File: src/rtl/bus_fill.sv
// bus_fill: arbitrates dmem/imem line fills and reads each line as 64-bit beats.
// Define BUS_FILL_RR_ARB_EN for round-robin arbitration (default: dmem priority).
module bus_fill #(
    parameter int LINE    = 256,
    parameter int BLK_LEN = 59
) (
    input  logic               clk,
    input  logic               rst_n,
    input  logic [BLK_LEN-1:0] b_addr_d,
    input  logic               b_rd_d,
    output logic [LINE-1:0]    b_data_in_d,
    output logic               b_dv_d,
    input  logic [BLK_LEN-1:0] b_addr_i,
    input  logic               b_rd_i,
    output logic [LINE-1:0]    b_data_in_i,
    output logic               b_dv_i,
    output logic [63:0]        m_addr,
    output logic               m_rd,
    input  logic [63:0]        m_data,
    input  logic               m_dv
);

    localparam int NB = LINE / 64;
    localparam int KW = 64 - 3 - BLK_LEN;

    typedef enum logic [2:0] {
        IDLE,
        ISSUE,
        WAIT,
        DONE,
        RECOVER
    } state_t;

    state_t             state;
    logic               gnt_i;
    logic [BLK_LEN-1:0] blk;
    logic [KW-1:0]      k;
    logic [KW-1:0]      k_inc;
    logic [LINE-1:0]    line_buf;
    logic [LINE-1:0]    line_next;
    logic               any_req;
    logic               pick_i;
    logic [BLK_LEN-1:0] pick_addr;

    assign any_req   = b_rd_d | b_rd_i;
    assign k_inc     = k + 1'b1;
    assign pick_addr = pick_i ? b_addr_i : b_addr_d;

`ifdef BUS_FILL_RR_ARB_EN
    // 1 when imem is favoured on the next contested grant
    logic rr_ptr;

    // winner: imem if alone, or if contested and it is imem's turn
    always_comb begin
        pick_i = b_rd_i & (~b_rd_d | rr_ptr);
    end

    // flip the favour away from whoever was just granted
    always_ff @(posedge clk or negedge rst_n) begin
        if (!rst_n) begin
            rr_ptr <= 1'b0;
        end else if (state == IDLE && any_req) begin
            rr_ptr <= ~pick_i;
        end
    end
`else
    // winner: dmem always beats imem
    always_comb begin
        pick_i = b_rd_i & ~b_rd_d;
    end
`endif

    // assembled line with the arriving beat merged into slot k
    always_comb begin
        line_next = line_buf;
        for (int b = 0; b < NB; b++) begin
            if (k == KW'(b)) begin
                line_next[64*b +: 64] = m_data;
            end
        end
    end

    // fill sequencer; every output is a register updated here
    always_ff @(posedge clk or negedge rst_n) begin
        if (!rst_n) begin
            state       <= IDLE;
            gnt_i       <= 1'b0;
            blk         <= '0;
            k           <= '0;
            line_buf    <= '0;
            b_data_in_d <= '0;
            b_data_in_i <= '0;
            b_dv_d      <= 1'b0;
            b_dv_i      <= 1'b0;
            m_rd        <= 1'b0;
            m_addr      <= '0;
        end else begin
            b_dv_d <= 1'b0;
            b_dv_i <= 1'b0;
            unique case (state)
                IDLE: begin
                    if (any_req) begin
                        gnt_i  <= pick_i;
                        blk    <= pick_addr;
                        k      <= '0;
                        m_rd   <= 1'b1;
                        m_addr <= {pick_addr, {KW{1'b0}}, 3'b000};
                        state  <= ISSUE;
                    end
                end
                ISSUE: begin
                    m_rd  <= 1'b0;
                    state <= WAIT;
                end
                WAIT: begin
                    if (m_dv) begin
                        line_buf <= line_next;
                        if (k == KW'(NB - 1)) begin
                            m_addr <= '0;
                            state  <= DONE;
                            if (gnt_i) begin
                                b_data_in_i <= line_next;
                                b_dv_i      <= 1'b1;
                            end else begin
                                b_data_in_d <= line_next;
                                b_dv_d      <= 1'b1;
                            end
                        end else begin
                            k      <= k_inc;
                            m_addr <= {blk, k_inc, 3'b000};
                            m_rd   <= 1'b1;
                            state  <= ISSUE;
                        end
                    end
                end
                DONE: begin
                    state <= RECOVER;
                end
                RECOVER: begin
                    state <= IDLE;
                end
                default: begin
                    state <= IDLE;
                end
            endcase
        end
    end

endmodule

File: config.mk
export PLATFORM = sky130hd
export DESIGN_NAME = bus_fill
export DESIGN_NICKNAME = d
export VERILOG_FILES = /design/src/rtl/bus_fill.sv
export SDC_FILE = /design/constraint.sdc
export NUM_CORES = 2
export LEC_CHECK = 0
export ABC_AREA = 1
export CORE_AREA = 8 8 290 292
export DETAILED_ROUTE_END_ITERATION = 16
export DIE_AREA = 0 0 298 300
export PLACE_DENSITY_LB_ADDON = 0.3
export SLEW_MARGIN = 30
export SYNTH_ARGS = -nofsm -noshare
export SYNTH_HDL_FRONTEND = slang
export SYNTH_SLANG_ARGS = --single-unit
File: constraint.sdc
create_clock -name clk -period 5.95 [get_ports clk]
set_clock_uncertainty 0.1 [all_clocks]
set_input_delay 0.595 -clock clk [delete_from_list [all_inputs] [get_ports clk]]
set_output_delay 0.595 -clock clk [all_outputs]
set_load 0.01 [all_outputs]
Yosys cells after proc, flatten, opt, wreduce, memory -nomap -nowiden. Index checks and enable logic that the tools add are counted. Widths: inputs -> output; s select.

Bits in registers: 900. Bits of input ports: 187. Output and inout port bits: 579. Word-level logic and storage cells: 66.

Add/subtract/negate cells: 1. Equal/unequal tests: 9. Mux-type cells: 29. Bitwise operators: 4. Reductions and logical operators: 12.

Operators with widths (number): $mux 64 (7); $pmux 64 s2 (1); $mux 59 (1); $reduce_and 4->1 (4); $pmux 3 s4 (1); $mux 1 (11); $mux 2 (4); $eq 3x2->1 const B (2); $mux 3 (2); $ne 2x2->1 const B (3); $reduce_and 2->1 (3); $eq 2x2->1 const B (2); $pmux 2 s2 (1); $eq 3x1->1 const B (1); $logic_not 3->1 (1); $pmux 1 s3 (1); $reduce_and 3->1 (1); $reduce_bool 3->1 (1); $add 2x1->2 const B (1); $eq 2x1->1 const B (1); $logic_not 2->1 (1); $not 1->1 (2); $reduce_bool 2->1 (1); $and 1x1->1 (1); $or 1x1->1 (1).

Longest topological paths before layout.
Depth in word-level cells: 5. Depth in mapped cells: 10. Mapped depth without buffers: 8.

Least setup slack after synthesis. OpenSTA, ideal clock, no wires.

Kind: flip-flop to flip-flop. Start point: register k[0]. End point: register b_data_in_d[131]. Library setup time: 0.131 ns. Data arrival time: 1.661 ns. Data required time: 5.719 ns. Slack: 4.057 ns. Stages on the path, launching flop included: 7. Buffers on the path: 2. Clock period less this slack: 1.893 ns. Cells stage by stage: dfrtp_1 inv_1 ha_1 buf_2 buf_1 mux2i_1 o21ai_0.

Word-level cells in the longest chain between the ends: 2. Elaborated cells between the ends (all ways): 4. Classes of those cells: eq/ne (2); mux (1); reduce/logical (1).

Ends and longest elaborated chain: from (decl) (RTL line 37) `logic [KW-1:0] k;`; from (signal assigned) (RTL line 129) `k <= k_inc;`; $eq 2x2->1, on equally long branches (RTL line 118, 77); $reduce_and 4->1 (no source line) / $mux 64 (equally long branches); to (signal assigned) (RTL line 125) `b_data_in_d <= line_next;`; to (decl) (RTL line 11) `output logic [LINE-1:0] b_data_in_d,`.

Parallel ways exist; a longest one is shown, timed or not. A chain may end at the register's enable or synchronous reset.

Worst setup path after layout.
Start point: register state[0]. End point: register b_data_in_i[82].

Word-level cells in the longest chain between the ends: 2.

Ends and longest elaborated chain: from (decl) (RTL line 34) `state_t state;`; from (signal assigned) (RTL line 86) `state <= IDLE;`; from (signal assigned) (RTL line 108) `state <= ISSUE;`; from (signal assigned) (RTL line 113) `state <= WAIT;`; $eq 3x2->1 (RTL line 100) `unique case (state)`; $reduce_and 4->1 (no source line); to (signal assigned) (RTL line 122) `b_data_in_i <= line_next;`; to (decl) (RTL line 15) `output logic [LINE-1:0] b_data_in_i,`.

No other way between the ends.

==> flow_metrics.tcl <==
set metrics [dict create \
    outcome "complete, no violations" \
    clkLatencyLatePin_ns 0.65 \
    grt.total_usage 0.258 \
    first_iter_violations 2687 \
    rsz0062_at_grt "no" \
    syn_area_um2 36200 \
    synth.area.top_cells "dfrtp_1, nand2_1, o21ai_0" \
    power_leakage_nw 21.6 \
    viasPerCell 5.25 \
    setup.worst_path.start_class "flip-flop" \
    worstHoldStart "m_addr[21]" \
    min_path_cells 2 \
    initial_core_util 0.455 \
    crit_path_start "state[0]" \
    fmax_mhz 270 \
    grt_pass1_wl_um 182000 \
    fin_crit_sh 0.621 \
    cts_resized 0 \
    rrSetupSlack_ns 2.25 \
    slowest_stage "nand3_4" \
    hpwl_um 81600 \
    numCtsBuffers 95 \
    tns_ns 0 \
    ys_seq_area_frac 0.620 \
    drive_above_1_share 0.0437 \
    cts.htree.levels 3 \
    ctsHoldBuffers 1 \
    syn_avg_cell_area_um2 9.60 \
    layout.cells.non_filler 5560 \
    yosys.area.top_type_share 0.620 \
    comb_power_share 0.267 \
    r2r-start "state[0]" \
    intPower_mw 12.5 \
    gp_congestion 0.848 \
    final_nets 4610 \
    numClockSinks 897 \
    clockBufferDepth 3 \
    vias 29200 \
    hp-class "reg -> reg" \
    avgRoutedWirePerCell_um 21.4 \
    crit_type "reg -> reg" \
    grt_overflow 0 \
    die_y_um 300 \
    io_buffer_count 762 \
    yosysUniqueCellTypes 22 \
    r2r-end "b_data_in_i[82]" \
    syn2layout_area_growth_pct 32.3 \
    p_per_area_nw_per_um2 391 \
    antenna_found_initial 15 \
    cp-end-kind "flip-flop" \
    crit_path_cell_trace "inv_2 -> nand3_4 -> nor2_4 -> nand3_4 -> buf_12 -> buf_16 -> nand2_1 -> o21ai_0" \
    cpMostUsedCell "nand3_4" \
    ir_drop_uv 293 \
    cts_tree "yes" \
    max_stage_delay_ns 0.68 \
    syn_inst 3773 \
    rows 104 \
    switching_power_mw 6.28 \
    crit_buf_inv 3 \
    dr.pass1.iters 7 \
    worstMarginPinSlew_ns 0.929 \
    min_period_ns 3.70 \
    path_clk_slew_ns 0.06 \
    slew_viol_final 0 \
    die-area_um2 89400 \
    yosys_warnings 0 \
    dp.cells 5378 \
    p_sw_frac 0.335 \
    ant_nets 0 \
    synth_top_area_cell "dfrtp_1" \
    drcViolationCount 0 \
    clock-root-buffer "clkbuf_16" \
    ys_ff_latch 897 \
    drv_cap 0 \
    first_global_vias 28800 \
    cp.arrival_ns 4.08 \
    final_hold_viol_count 0 \
    routed_wl_um 119000 \
    core_um2 79600 \
    crit_required_ns 6.33 \
    reg2reg_depth 8 \
    crit_family "simple AND/OR/NAND/NOR gates" \
    finalSetupViolCount 0 \
    slew-limit-headroom 0.380 \
    post_cts_buffers 0 \
    io_pins 766 \
    grt_max_degree 254 \
    die_w_um 298 \
    hold_end "m_addr[21]" \
    worstPathMaxFanout 173 \
    p_seq_frac 0.418 \
    clock_power_share 0.315 \
]
[synth_stat cells (all sizes together)]
| library cell | number |
|---|---|
| nand2 | 1259 |
| inv | 131 |
| clkbuf | 174 |
| nor2 | 10 |
| mux2i | 256 |
| o21ai | 830 |
| buf | 79 |
| ha | 4 |
| a211oi | 1 |
| clkinv | 1 |
| dfrtp | 897 |
| nor3 | 4 |
| nand3 | 126 |
| conb | 1 |
[kinds of logic (layout without fill, tap and decap cells)]
| group | count (synthesis) | in the layout | synth area share |
|---|---|---|---|
| other | 1 | 16 | 0.000104 |
| and+or+nand+nor | 1399 | 1399 | 0.150 |
| buffers and inverters | 385 | 1097 | 0.0424 |
| muxes | 256 | 256 | 0.0708 |
| adders and majority gates | 4 | 4 | 0.00138 |
| DFF | 897 | 897 | 0.620 |
| AOI/OAI and AO/OA | 831 | 831 | 0.115 |
[worst register-to-register path, cell delays in order, from the launching register on]
cell	delay, ns
dfrtp_1	0.39
inv_2	0.14
nand3_4	0.68
nor2_4	0.57
nand3_4	0.49
buf_12	0.39
buf_16	0.34
nand2_1	0.36
o21ai_0	0.10
[worst max-delay path by stage]
| stage | endpoint | slack [ns] | depth (start not counted) |
|---|---|---|---|
| after floorplan | b_data_in_d[131] | 4.06 | 6 |
| after global placement | b_data_in_i[107] | 2.55 | 7 |
| after detailed placement | b_data_in_i[169] | 2.43 | 7 |
| after CTS | b_data_in_i[184] | 2.43 | 7 |
| after global routing | b_data_in_i[84] | 2.06 | 8 |
| final | b_data_in_i[82] | 2.25 | 8 |
[layout by cell type, fill, tap and decap left out, drive strengths merged, types with 6 or more instances in the layout]
master         synthesis  final
buf                   79     38
nand2               1259   1259
diode                  0     13
o21ai                830    830
dfrtp                897    897
inv                  131    137
clkbuf               174    136
clkdlybuf4s50          0    761
bufinv                 0      6
nand3                126    126
nor2                  10     10
clkinv                 1     16
mux2i                256    256
[sequential cells by signal, indices dropped and copies added, names as in the netlist]
register     cells
b_data_in_d    256
b_data_in_i    256
line_buf       256
m_addr          61
blk             59
state            3
k                2
b_dv_d           1
b_dv_i           1
gnt_i            1
m_rd             1
[power by group through the flow]
stage | clock [mW] | combinational, mW | sequential [mW]
2_1_floorplan | 0 | 2.93 | 7.90
4_1_cts | 5.99 | 5.01 | 7.83
3_3_place_gp | 0 | 4.84 | 7.86
3_5_place_dp | 0 | 4.98 | 7.91
5_1_grt | 6.22 | 5.57 | 7.97
6_report | 5.91 | 5.00 | 7.84
[per-layer routing]
layer	global-route usage	vias up	part of all wire
met4	0.0955	6	0.036
met2	0.422	1081	0.48
met1	0.326	14300	0.40
met3	0.0751	207	0.084
met5	0	-	0.00033
li1	-	13700	-
[stage by stage]
step	util	hold WS, ns	worst slack (ns)	area [um^2]	power [mW]
finish	0.602	0.379	2.25	47900	18.7
global route	0.602	0.398	2.06	47900	19.8
CTS	0.600	0.380	2.43	47800	18.8
detailed placement	0.561	0.364	2.43	44700	12.9
global placement	0.560	0.360	2.55	44600	12.7
floorplan	-	0.199	4.06	36200	10.8
[area by class of cell]
class | instances | area, um^2
fill | 6723 | 31700
timing repair buffer | 800 | 8150
antenna | 13 | 32.5
tap | 1060 | 1330
multi-input combinational | 2493 | 12400
sequential | 897 | 22400
clock buffer | 136 | 2670
clock inverter | 29 | 428
inverter | 132 | 503
Note: power is estimated with default switching activity, not from simulation.
